--- config.mk ---
export PLATFORM = sky130hd
export DESIGN_NAME = fetch_buffer
export DESIGN_NICKNAME = d
export VERILOG_FILES = /design/src/rtl/cpu_defs_pkg.sv /design/src/rtl/fetch_exc_check.sv /design/src/rtl/fetch_buffer.sv
export SDC_FILE = /design/constraint.sdc
export NUM_CORES = 1
export LEC_CHECK = 0
export CAP_MARGIN = 20
export CORE_AREA = 2 2 119 121
export DETAILED_ROUTE_END_ITERATION = 16
export DIE_AREA = 0 0 121 123
export PLACE_DENSITY = 0.8
export SETUP_SLACK_MARGIN = 0.1
export SLEW_MARGIN = 20
export SYNTH_ARGS = -nofsm -noshare
export SYNTH_HDL_FRONTEND = slang
export SYNTH_SLANG_ARGS = --single-unit
--- constraint.sdc ---
create_clock -name clk -period 3 [get_ports clk]
set_input_delay 0.6 -clock clk [delete_from_list [all_inputs] [get_ports clk]]
set_output_delay 0.6 -clock clk [all_outputs]
set_load 0.02 [all_outputs]
--- src/rtl/cpu_defs_pkg.sv ---
// cpu_defs_pkg: shared CPU constants (exception codes, NOP, instruction-memory bounds)
package cpu_defs_pkg;
  localparam logic [4:0] EXC_NONE = 5'd0;
  localparam logic [4:0] EXC_ADEL = 5'd4;
  localparam logic [31:0] NOP_INSTR = 32'h0000_0000;
  localparam logic [31:0] PC_RESET = 32'h0000_3000;
  localparam logic [31:0] IM_BASE = 32'h0000_3000;
  localparam logic [31:0] IM_LIMIT = 32'h0000_6FFC;
endpackage

--- src/rtl/fetch_exc_check.sv ---
// fetch_exc_check: flags misaligned or out-of-range fetch addresses as address-error-on-load
module fetch_exc_check
  import cpu_defs_pkg::*;
#(
  parameter logic [31:0] PC_BASE = IM_BASE,
  parameter logic [31:0] PC_LIMIT = IM_LIMIT
) (
  input  logic [31:0] pc,
  output logic [4:0]  exc,
  output logic [31:0] instr_mask
);
  logic bad;
  assign bad = (|pc[1:0]) || (pc < PC_BASE) || (pc > PC_LIMIT);
  assign exc = bad ? EXC_ADEL : EXC_NONE;
  // NOP_INSTR is all-zero, so masking the word to zero substitutes the NOP
  assign instr_mask = bad ? NOP_INSTR : '1;
endmodule

--- src/rtl/fetch_buffer.sv ---
// fetch_buffer: in-order {pc, instr} queue between fetch and decode; FETCH_EXC_EN adds fetch address checking
module fetch_buffer
  import cpu_defs_pkg::*;
#(
  parameter int DEPTH = 2,
  parameter logic [31:0] PC_BASE = IM_BASE,
  parameter logic [31:0] PC_LIMIT = IM_LIMIT
) (
  input  logic                     clk,
  input  logic                     reset_n,
  input  logic                     flush,
  input  logic                     in_valid,
  output logic                     in_ready,
  input  logic [31:0]              in_pc,
  input  logic [31:0]              in_instr,
  output logic                     out_valid,
  input  logic                     out_ready,
  output logic [31:0]              out_pc,
  output logic [31:0]              out_instr,
  output logic [4:0]               out_exc,
  output logic [$clog2(DEPTH):0]   count
);
  localparam int AW = $clog2(DEPTH);
  logic [31:0] pc_q [DEPTH];
  logic [31:0] instr_q [DEPTH];
  logic [AW-1:0] rd_ptr, wr_ptr;
  logic [31:0] instr_d;
  logic push, pop;
  assign in_ready = count != (AW+1)'(DEPTH);
  assign out_valid = count != '0;
  assign push = in_valid & in_ready;
  assign pop = out_valid & out_ready;
  assign out_pc = out_valid ? pc_q[rd_ptr] : '0;
  assign out_instr = out_valid ? instr_q[rd_ptr] : '0;
`ifdef FETCH_EXC_EN
  logic [4:0] exc_d;
  logic [31:0] instr_mask;
  logic [4:0] exc_q [DEPTH];
  fetch_exc_check #(.PC_BASE(PC_BASE), .PC_LIMIT(PC_LIMIT)) u_exc_check (
    .pc(in_pc),
    .exc(exc_d),
    .instr_mask(instr_mask)
  );
  assign instr_d = in_instr & instr_mask;
  assign out_exc = out_valid ? exc_q[rd_ptr] : EXC_NONE;
  always_ff @(posedge clk)
    if (!reset_n)
      for (int i = 0; i < DEPTH; i++) exc_q[i] <= EXC_NONE;
    else if (!flush && push)
      exc_q[wr_ptr] <= exc_d;
`else
  assign instr_d = in_instr;
  assign out_exc = EXC_NONE;
`endif
  // flush wins over a concurrent push/pop; storage is left stale since empty gates the outputs
  always_ff @(posedge clk)
    if (!reset_n) begin
      count <= '0;
      rd_ptr <= '0;
      wr_ptr <= '0;
      for (int i = 0; i < DEPTH; i++) begin
        pc_q[i] <= '0;
        instr_q[i] <= '0;
      end
    end else if (flush) begin
      count <= '0;
      rd_ptr <= '0;
      wr_ptr <= '0;
    end else begin
      if (push) begin
        pc_q[wr_ptr] <= in_pc;
        instr_q[wr_ptr] <= instr_d;
        wr_ptr <= wr_ptr + 1'b1;
      end
      if (pop) rd_ptr <= rd_ptr + 1'b1;
      count <= count + (AW+1)'(push) - (AW+1)'(pop);
    end
endmodule
After elaboration in Yosys (flattened, before gate mapping) --
Memory sizes are Yosys's and may differ from the RTL's. A register that Yosys moved wholly into a read port is not among the register bits. Cells that the tools add are included.
Operators by class: add/subtract/negate cells 4, eq/ne operators 1, mux-type cells 17, bitwise logic cells 3, reductions and logical operators 4
Operators by type and width (count):
- $mux W32 | 4
- $reduce_or A32 Y1 | 2
- $mux W1 | 13
- $add A1 B1 Y1 const B | 2
- $add A2 B1 Y2 | 1
- $and A1 B1 Y1 | 2
- $ne A2 B2 Y1 const B | 1
- $reduce_bool A2 Y1 | 1
- $reduce_or A2 Y1 | 1
- $sub A2 B1 Y2 | 1
- $not A1 Y1 | 1
Storage, ports and cells: flip-flop bits (word level) 4, memory bits (writable) 128, input port bits 69, output and inout bits 73, logic and storage cells 34, memories 2
Memories:
- instr_q | depth 2, bits a word 32, read ports 1, clocked after memory_dff 1, write ports 2, RTL line fetch_buffer.sv:25 | logic [31:0] instr_q [DEPTH];
- pc_q | depth 2, bits a word 32, read ports 1, clocked after memory_dff 1, write ports 2, RTL line fetch_buffer.sv:24 | logic [31:0] pc_q [DEPTH];

Longest topological paths before layout --
Gate-level depths: netlist of run 1.
word-level depth 8, mapped depth 8, gate-level depth less buffers 8

Least setup slack after synthesis of run 1 --
OpenSTA, ideal clock, no wires.
kind flip-flop to flip-flop, from register count[0], to memory instr_q[0][0], enable pin, setup time 0.432 ns, data arrival time 2.777 ns, required time 2.568 ns, slack -0.209 ns, cell stages (with the launch flop) 5, buffers on the path 1, period minus slack after synthesis 3.209 ns, path through dfxtp_1 > nand2b_1 > and4b_4 > buf_6 > nand2b_1
RTL lines:
- start, declared | RTL line fetch_buffer.sv:21 | output logic [$clog2(DEPTH):0] count
- start signal, assigned | RTL line fetch_buffer.sv:76 | count <= count + (AW+1)'(push) - (AW+1)'(pop);
- end, declared | RTL line fetch_buffer.sv:25

==> results of run 1 <==
[kinds of logic (layout without fill, tap and decap cells)]
family / count (synthesis) / after routing / share of synthesized area
adder cells (fa/ha/maj): 2 / 2 / 0.00414
XOR/XNOR: 2 / 2 / 0.00290
AND/OR/NAND/NOR: 208 / 208 / 0.189
multiplexers: 64 / 64 / 0.106
buffers and inverters: 36 / 180 / 0.0435
flip-flops: 133 / 133 / 0.652
AO/OA/AOI/OAI: 2 / 2 / 0.00207
other: 1 / 5 / 0.000620
[area by class of cell]
type	instances	area (µm²)
Sequential cell	133	3950
Timing Repair Buffer	145	1470
Tap cell	180	225
Fill cell	1064	5480
Clock buffer	24	482
Inverter	3	11.3
Clock inverter	8	124
Multi-Input combinational cell	283	1870
[metal layers]
layer / routed length, µm / vias to the layer above
met1: 5300 / 1816
li1: - / 1805
met4: 148 / 0
met3: 716 / 16
met5: 0 / -
met2: 6390 / 127
[state kept, by name, summed over array words and instances, names as in the netlist, named ones only]
name / count
instr_q: 64
pc_q: 64
count: 2
rd_ptr: 1
wr_ptr: 1
[power breakdown]
part,internal (mW),switching [mW]
clock,1.37,0.746
combinational,0.221,0.237
sequential,2.13,0.0301
total,3.73,1.01
[final timing paths]
kind	endpoint	slack [ns]	depth (start not counted)
max	out_instr[31]	0.22	4
min	flip-flop	0.54	2
min reg2reg	flip-flop	0.54	2
max reg2reg	pc_q[1][21]$_SDFFCE_PN0P_	0.85	3
[cells in the mapped netlist]
master	n	area [µm²]
and2_1	130	813
edfxtp_1	128	3840
nor2_1	68	255
mux2i_1	64	641
buf_6	11	124
buf_2	9	45.0
buf_4	9	67.6
dfxtp_1	5	100
clkbuf_1	3	11.3
inv_1	3	11.3
nand2b_1	3	18.8
ha_1	2	25.0
xor2_1	2	17.5
a21o_1	1	7.51
and2b_1	1	7.51
and3_1	1	6.26
and3b_1	1	8.76
and4b_4	1	13.8
buf_1	1	3.75
conb_1	1	3.75
nand2_1	1	3.75
nor3_1	1	5.00
o21ai_0	1	5.00
or2b_1	1	7.51
[worst register-to-register path, cell delays in order (launching register included)]
cell and delay, ns:
dfxtp_1 0.45, nand2b_1 0.29, and3_2 0.25, or2b_4 0.75
[through the flow]
step / worst slack, ns / cell area (µm²) / cells
4_1_cts: 0.178 / 8130 / 776
3_5_place_dp: 0.201 / 7520 / 744
6_report: 0.216 / 8130 / 776
5_1_grt: 0.122 / 8130 / 776
2_1_floorplan: 0.534 / 6060 / 452
3_3_place_gp: 0.297 / 7520 / 744
==> key figures, run 1 <==
Status
  • Run status: complete, no violations

Global route
  • Total track usage: 0.173
  • First-pass GRT wire length: around 19 mm
  • Vias in the first global route: approximately 3.8k
  • Met3 global-route usage: 0.0484
  • Grt total ovfl: 0
  • Pin count of the biggest net entering global routing: 66
  • Met2 GRT Util: 0.294
  • GRT busiest layer: met2
  • Initial antenna violation count: 0
  • Met1 Usage GRT: 0.216

Min path
  • Hold_sp: rd_ptr$_SDFFE_PP0P_
  • Hold/Removal Path Class: flip-flop to flip-flop

Die
  • Starting density of the core: 0.444
  • Die Area: around 15000 µm²
  • Io pins: 142
  • Core area: about 14000 µm²
  • Die Span X: 121 µm
  • Die Ht: 123 µm
  • Row count: 43

Layout
  • Final nets: 654
  • Ant diodes: 0
  • Commonest non-fill, non-tap cells in the layout: clkdlybuf4s50_1, and2_1, edfxtp_1, nor2_1, mux2i_1
  • Commonest non-fill, non-tap cell in the layout: clkdlybuf4s50_1
  • Layout cells sized above 1: 0.0721
  • P&R area growth vs syn: 34.5%
  • Utilization after layout: 0.597

STA
  • F_max: between 300 and 400 MHz
  • Final critical-path required period: 2.78 ns
  • Final worst-path cycle share: 0.928
  • Max_slew headroom: 0.363
  • Fin. max-slew vios: 0
  • Layout Skew: ~0.0065 ns
  • Setup violators final: 0
  • Slew @ Worst Pin: 0.955 ns
  • WHS: 0.536 ns
  • Setup TNS: 0 ns
  • Final Hold Viols: 0
  • RSZ-0062 raised after global routing: false

Detailed routing
  • Avg Vias per Cell: 4.85
  • DRC viols: 0
  • Via count: 3764
  • Antenna-violating nets left: 0
  • DRT Pass-1 Iters: 4
  • 1st-iter DRT viols: 205
  • Drt wl/cell: approximately 16 µm
  • Routed WL: 12.6 mm

Place
  • Gpl congestion: 0.733
  • Port Buffers: approximately 140
  • DP HPWL: slightly below 8 mm

Clock tree
  • CTS clk-pin slew, worst paths: 0.05 ns
  • Clock Path Buffers: 2
  • CTS Root Cell: clkbuf_16
  • CTS tree: built
  • Post-CTS Resized: 0
  • CTS Buf Count: 17
  • H-tree Lvls: 4
  • Clock insertion delay at the later pin of the skew report: 0.41 ns
  • Clock net sink count: 133
  • Setup Fix Bufs, Post-CTS: 0
  • Hold-fix buffers at CTS: 0

Setup path
  • Worst path bufs/invs: 2
  • Worst-path maximum fanout: 28
  • Critical path class: flip-flop to primary output
  • Worst-path cell chain: buf_12 -> mux2i_1 -> nor2_1 -> clkdlybuf4s50_1
  • Arr. time, crit path: 2.18 ns
  • Slowest CP cell: dfxtp_4
  • Worst setup EP type: primary output
  • Crit-path max cell delay: 0.57 ns
  • Req. time, crit path: 2.40 ns
  • Worst r2r src: count[0]$_SDFF_PP0_
  • CP top delay family: buffers and inverters
  • Startpoint Class: flip-flop

Logic synthesis
  • Yosys reg bits: 133
  • Avg Cell Area, Syn: 13.5 µm²
  • Synth warn: 0
  • Syn Inst Count: 448
  • Sequential fraction of the synthesis area: 0.652
  • Netlist cell types: 24
  • Synth Cell Area: 6050 µm²

Pwr
  • Total power: 4.74 mW
  • Cell Pwr Density: 583 nW/µm²
  • Leakage: between 2 and 3 nW
  • Peak supply drop: 0.343 mV

Flow run
  • MaxCap Viol Count: 0
(Power assumes the default switching activity.)
==> run 2, diff against run 1 <==
Settings changed: CAP_MARGIN 20 to 25, CORE_AREA 2 2 119 121 to 8 8 123 125, CTS_BUF_LIST set to sky130_fd_sc_hd__clkbuf_4 sky130_fd_sc_hd__clkbuf_8, DIE_AREA 0 0 121 123 to 0 0 131 133, PLACE_DENSITY 0.8 to 0.83.
==> run 2 against run 1 <==
Net effect:
- worst setup slack better by 0.083 ns
- combinational power about the same
- sequential power is essentially flat
- clock power fell by 23%
- critical endpoint unchanged
- largest power group unchanged
==> key figures, run 2 (synthesized netlist as in run 1, its figures left out) <==
Pwr
  • Leakage: 2.85 nW (was 2.92 nW)
  • Cell Pwr Density: 534 nW/µm² (was 583 nW/µm²)
  • Peak supply drop: 0.261 mV (was 0.343 mV)

Clock tree
  • Hold-fix buffers at CTS: 0 (unchanged)
  • CTS tree: built (unchanged)
  • Clock net sink count: 133 (unchanged)
  • Setup Fix Bufs, Post-CTS: 0 (unchanged)
  • Clock Path Buffers: 2 (unchanged)
  • CTS Root Cell: clkbuf_8 (was clkbuf_16)
  • Clock insertion delay at the later pin of the skew report: 0.43 ns (was 0.41 ns)
  • H-tree Lvls: 4 (unchanged)
  • CTS Buf Count: 17 (unchanged)
  • Post-CTS Resized: 0 (unchanged)
  • CTS clk-pin slew, worst paths: 0.07 ns (was 0.05 ns)

Global route
  • Pin count of the biggest net entering global routing: 66 (unchanged)
  • Vias in the first global route: 4089 (was 3785)
  • Total track usage: 0.152 (was 0.173)
  • Initial antenna violation count: 0 (unchanged)
  • First-pass GRT wire length: 20.4 mm (was 19.4 mm)
  • Grt total ovfl: 0 (unchanged)

Die
  • Starting density of the core: 0.462 (was 0.444)
  • Row count: 42 (was 43)
  • Die Ht: 133 µm (was 123 µm)
  • Die Span X: 131 µm (was 121 µm)
  • Die Area: 17400 µm² (was 14900 µm²)
  • Core area: 13100 µm² (was 13600 µm²)
  • Io pins: 142 (unchanged)

Layout
  • Final nets: 653 (was 654)
  • Commonest non-fill, non-tap cells in the layout: clkdlybuf4s50_1, and2_1, edfxtp_1, nor2_1, mux2i_1 (unchanged)
  • Commonest non-fill, non-tap cell in the layout: clkdlybuf4s50_1 (unchanged)
  • Layout Cells excl Fill: 771 (was 776)
  • Layout cells sized above 1: 0.0773 (was 0.0721)
  • Largest regs: instr_q: 64 flops, pc_q: 64 flops, count: 2 flops (unchanged)
  • Utilization after layout: 0.608 (was 0.597)
  • P&R area growth vs syn: 31.5% (was 34.5%)
  • Ant diodes: 0 (unchanged)

Detailed routing
  • Drt wl/cell: 16.9 µm (was 16.2 µm)
  • DRT Pass-1 Iters: 5 (was 4)
  • Routed WL: 13.0 mm (was 12.6 mm)
  • Via count: 3738 (was 3764)
  • Antenna-violating nets left: 0 (unchanged)
  • DRC viols: 0 (unchanged)
  • 1st-iter DRT viols: 277 (was 205)
  • DR top layer: met4 (unchanged)
  • Avg Vias per Cell: 4.85 (about the same)
  • WL met2: 6.26 mm (was 6.39 mm)
  • Met1 wire length: 5.54 mm (was 5.30 mm)
  • WL met3: 1.11 mm (was 716 µm)

Setup path
  • Worst setup EP type: primary output (unchanged)
  • CP top delay family: buffers and inverters (unchanged)
  • Critical path class: flip-flop to primary output (unchanged)
  • Arr. time, crit path: 2.10 ns (was 2.18 ns)
  • Req. time, crit path: 2.40 ns (about the same)
  • Startpoint Class: flip-flop (unchanged)
  • Worst path bufs/invs: 2 (unchanged)
  • Worst-path maximum fanout: 30 (was 28)
  • Worst-path cell chain: buf_12 -> mux2i_1 -> nor2_1 -> clkdlybuf4s50_1 (unchanged)
  • Crit-path max cell delay: 0.64 ns (was 0.57 ns)
  • Slowest CP cell: clkdlybuf4s50_1 (was dfxtp_4)

Place
  • Gpl congestion: 0.760 (was 0.733)
  • Placed Cells incl. Taps: 739 (was 744)
  • DP HPWL: 8.48 mm (was 7.85 mm)
  • Port Buffers: 136 (unchanged)
  • Place WS: 0.248 ns (was 0.201 ns)

Flow run
  • MaxCap Viol Count: 0 (unchanged)

Min path
  • Hold/Removal Path Class: flip-flop to flip-flop (unchanged)

STA
  • Final worst-path cycle share: 0.900 (was 0.928)
  • Final critical-path required period: 2.70 ns (was 2.78 ns)
  • F_max: 370 MHz (was 359 MHz)
  • Slew @ Worst Pin: 0.944 ns (was 0.955 ns)
  • Setup slack after layout: 0.299 ns (was 0.216 ns)
  • Setup violators final: 0 (unchanged)
  • Layout Skew: 0.0109 ns (was 0.00653 ns)
  • Final Hold Viols: 0 (unchanged)
  • Setup TNS: 0 ns (unchanged)
  • RSZ-0062 raised after global routing: false (unchanged)
  • Fin. max-slew vios: 0 (unchanged)
  • Max_slew headroom: 0.370 (was 0.363)

Status
  • Run status: complete, no violations (unchanged)
[run 2: cell count changes in the layout (fill, tap and decap cells not counted)]
cell,delta
buf_4,-1
clkbuf_4,+2
clkinv_4,-1
clkbuf_1,-4
clkinv_2,+1
clkbuf_16,-17
clkbuf_8,+19
[run 2: area by class of cell]
cell class              instances  area [µm²]
clock inverters                 8         120
flip-flops and latches        133        3950
inverters                       3        11.3
well taps                     176         220
repair buffers                144        1460
fillers                      1035        5130
clock buffers                  24         318
multi-input cells             283        1870
[run 2: worst paths after layout]
check / start / endpoint / slack [ns] / cells past startpoint
max: flip-flop / out_instr[31] / 0.30 / 4
min: rd_ptr$_SDFFE_PP0P_ / flip-flop / 0.54 / 2
max reg2reg: count[0]$_SDFF_PP0_ / pc_q[1][0]$_SDFFCE_PN0P_ / 0.96 / 3
min reg2reg: rd_ptr$_SDFFE_PP0P_ / flip-flop / 0.54 / 2
[run 2: through the flow]
stage	power, mW	hold WS, ns	cell area [µm²]
3_5_place_dp	2.66	0.520	7510
4_1_cts	4.28	0.540	7950
2_1_floorplan	2.43	0.472	6060
6_report	4.24	0.541	7950
5_1_grt	4.39	0.581	7950
3_3_place_gp	2.65	0.488	7510
[run 2: report_power, final]
| group | total (mW) | internal (mW) | leakage (nW) | switching (mW) |
|---|---|---|---|---|
| clock | 1.63 | 0.949 | 0.222 | 0.677 |
| combinational | 0.460 | 0.221 | 1.25 | 0.239 |
| sequential | 2.16 | 2.13 | 1.37 | 0.0289 |
[run 2: tightest hold or removal path, cell delays in order (launching register included)]
cell and delay, ns:
dfxtp_1 0.34, xor2_1 0.09, nor2_1 0.07
[run 2: routing by layer]
layer  GRT usage  up-vias
met5           0        -
met3      0.0526       12
met4      0.0504        0
met1       0.184     1796
li1            -     1791
met2       0.247      139
==> run 3, diff against run 2 <==
--- a/config.mk
+++ b/config.mk
@@ -13,3 +13,3 @@
 export PLACE_DENSITY = 0.83
-export SETUP_SLACK_MARGIN = 0.1
+export SETUP_SLACK_MARGIN = 0.5
 export SLEW_MARGIN = 20
--- a/constraint.sdc
+++ b/constraint.sdc
@@ -3,2 +3,2 @@
 set_output_delay 0.6 -clock clk [all_outputs]
-set_load 0.02 [all_outputs]
+set_load 0.05 [all_outputs]
==> run 3 against run 2 <==
Net effect:
- sequential power is essentially flat
- non-clock buffer count grew 3
- first-iteration DRC count shrank 35%
- global-route usage shrank 0.18 points
- hold slack lost 0.022 ns
- count of clock-buffer cells in the layout shrank 6
- final cell count grew 0.39%
- critical path type unchanged
- largest cell class unchanged
- highest routed layer unchanged
==> key figures, run 3 (synthesized netlist as in run 1, its figures left out) <==
Global route
  • First-pass GRT wire length: 20.2 mm (was 20.4 mm)
  • Pin count of the biggest net entering global routing: 65 (was 66)
  • Grt total ovfl: 0 (unchanged)
  • Vias in the first global route: 4077 (was 4089)
  • Total track usage: 0.151 (was 0.152)
  • Initial antenna violation count: 0 (unchanged)

STA
  • RSZ-0062 raised after global routing: true (was false)
  • F_max: 405 MHz (was 370 MHz)
  • Max_slew headroom: 0.384 (was 0.370)
  • Layout Skew: 0.0174 ns (was 0.0109 ns)
  • Slew @ Worst Pin: 0.924 ns (was 0.944 ns)
  • Fin. max-slew vios: 0 (unchanged)
  • Final worst-path cycle share: 0.823 (was 0.900)
  • Final critical-path required period: 2.47 ns (was 2.70 ns)
  • Setup violators final: 0 (unchanged)
  • Final Hold Viols: 0 (unchanged)
  • Setup TNS: 0 ns (unchanged)

Min path
  • WHS Path Cells: 2 (unchanged)
  • Hold/Removal Path Class: flip-flop to flip-flop (unchanged)

Die
  • Die Ht: 133 µm (unchanged)
  • Core area: 13100 µm² (unchanged)
  • Io pins: 142 (unchanged)
  • Row count: 42 (unchanged)
  • Starting density of the core: 0.462 (unchanged)
  • Die Span X: 131 µm (unchanged)
  • Die Area: 17400 µm² (unchanged)

Layout
  • Final instance area: 7700 µm² (was 7950 µm²)
  • Commonest non-fill, non-tap cells in the layout: and2_1, edfxtp_1, clkdlybuf4s50_1, nor2_1, mux2i_1 (was clkdlybuf4s50_1, and2_1, edfxtp_1, nor2_1, mux2i_1)
  • Final nets: 656 (was 653)
  • Layout cells sized above 1: 0.191 (was 0.0773)
  • Ant diodes: 0 (unchanged)
  • Largest regs: instr_q: 64 flops, pc_q: 64 flops, count: 2 flops (unchanged)
  • P&R area growth vs syn: 27.3% (was 31.5%)
  • Commonest non-fill, non-tap cell in the layout: and2_1 (was clkdlybuf4s50_1)

Detailed routing
  • 1st-iter DRT viols: 179 (was 277)
  • Drt wl/cell: 16.7 µm (was 16.9 µm)
  • DRC viols: 0 (unchanged)
  • DRT Pass-1 Iters: 6 (was 5)
  • Via count: 3752 (was 3738)
  • Avg Vias per Cell: 4.85 (about the same)
  • Routed WL: 12.9 mm (was 13.0 mm)
  • Antenna-violating nets left: 0 (unchanged)

Setup path
  • CP top delay family: buffers and inverters (unchanged)
  • Critical path class: flip-flop to primary output (unchanged)
  • Startpoint Class: flip-flop (unchanged)
  • Worst setup EP type: primary output (unchanged)
  • Req. time, crit path: 2.40 ns (about the same)
  • Worst path bufs/invs: 2 (unchanged)
  • Worst-path cell chain: nor2_4 -> buf_4 -> nor2_1 -> clkdlybuf4s15_1 (was buf_12 -> mux2i_1 -> nor2_1 -> clkdlybuf4s50_1)
  • Worst-path maximum fanout: 17 (was 30)
  • Arr. time, crit path: 1.87 ns (was 2.10 ns)
  • CP Depth: 4 (unchanged)
  • Slowest CP cell: clkdlybuf4s15_1 (was clkdlybuf4s50_1)
  • Worst-case reg-to-reg path depth: 3 (unchanged)
  • Crit-path max cell delay: 0.52 ns (was 0.64 ns)

Clock tree
  • H-tree Lvls: 4 (unchanged)
  • CTS Buf Count: 17 (unchanged)
  • Clock insertion delay at the later pin of the skew report: 0.42 ns (was 0.43 ns)
  • Hold-fix buffers at CTS: 0 (unchanged)
  • Clock Path Buffers: 2 (unchanged)
  • CTS Root Cell: clkbuf_8 (unchanged)
  • CTS tree: built (unchanged)
  • CTS clk-pin slew, worst paths: 0.09 ns (was 0.07 ns)
  • Clock net sink count: 133 (unchanged)

Pwr
  • Leakage: 2.92 nW (was 2.85 nW)
  • Total power: 4.08 mW (was 4.24 mW)
  • Peak supply drop: 0.284 mV (was 0.261 mV)
  • Cell Pwr Density: 530 nW/µm² (was 534 nW/µm²)

Place
  • DP HPWL: 8.74 mm (was 8.48 mm)
  • DP Area: 7530 µm² (was 7510 µm²)
  • Port Buffers: 136 (unchanged)
  • Gpl congestion: 0.698 (was 0.760)

Status
  • Run status: complete, no violations (unchanged)

Flow run
  • MaxCap Viol Count: 0 (unchanged)
==> run 3: report_power, final <==
part / internal, mW / leakage (nW) / total (mW) / switching [mW]
sequential: 2.13 / 1.37 / 2.15 / 0.0273
clock: 0.671 / 0.183 / 1.38 / 0.712
combinational: 0.198 / 1.36 / 0.545 / 0.347
==> run 3: layer usage <==
layer  routed length, µm  GRT usage  vias to the layer above
met3                 835     0.0482                        6
met4                  60     0.0383                        0
met2                7010      0.277                      114
met5                   0          0                        -
met1                5040      0.160                     1830
li1                    -          -                     1802
==> run 3: layout make-up <==
| type | count | area (µm²) |
|---|---|---|
| fillers | 1087 | 5390 |
| flip-flops and latches | 133 | 3950 |
| multi-input cells | 283 | 1880 |
| repair buffers | 147 | 1270 |
| clock buffers | 18 | 241 |
| well taps | 176 | 220 |
| clock inverters | 14 | 129 |
| inverters | 3 | 11.3 |
==> run 3: through the flow <==
step                       util  setup WS [ns]  cells  hold WS [ns]
after floorplan               -          0.547    452         0.472
after global placement    0.576          0.306    740         0.486
after detailed placement  0.576          0.245    740         0.499
after CTS                 0.605          0.470    774         0.526
after global routing      0.588          0.431    774         0.546
final                     0.588          0.531    774         0.520
==> run 3: worst paths after layout <==
| kind | start | end | slack (ns) |
|---|---|---|---|
| worst max-delay path | count[0]$_SDFF_PP0_ | out_instr[22] | 0.53 |
| worst max register to register | count[0]$_SDFF_PP0_ | instr_q[1][18]$_SDFFCE_PN0P_ | 0.95 |
| worst min register to register | rd_ptr$_SDFFE_PP0P_ | rd_ptr$_SDFFE_PP0P_ | 0.52 |
| worst min-delay path | rd_ptr$_SDFFE_PP0P_ | rd_ptr$_SDFFE_PP0P_ | 0.52 |
==> run 3: worst reg2reg max path, stage by stage, from the launching register on <==
cell and delay [ns]:
dfxtp_1 0.49, nand2b_2 0.22, and3_2 0.20, or2b_4 0.73
==> run 3: repair_timing <==
action                     CTS  global route
pin swaps                    1             0
resized for setup          119            59
setup endpoints to repair   60            49
setup buffers                2             0
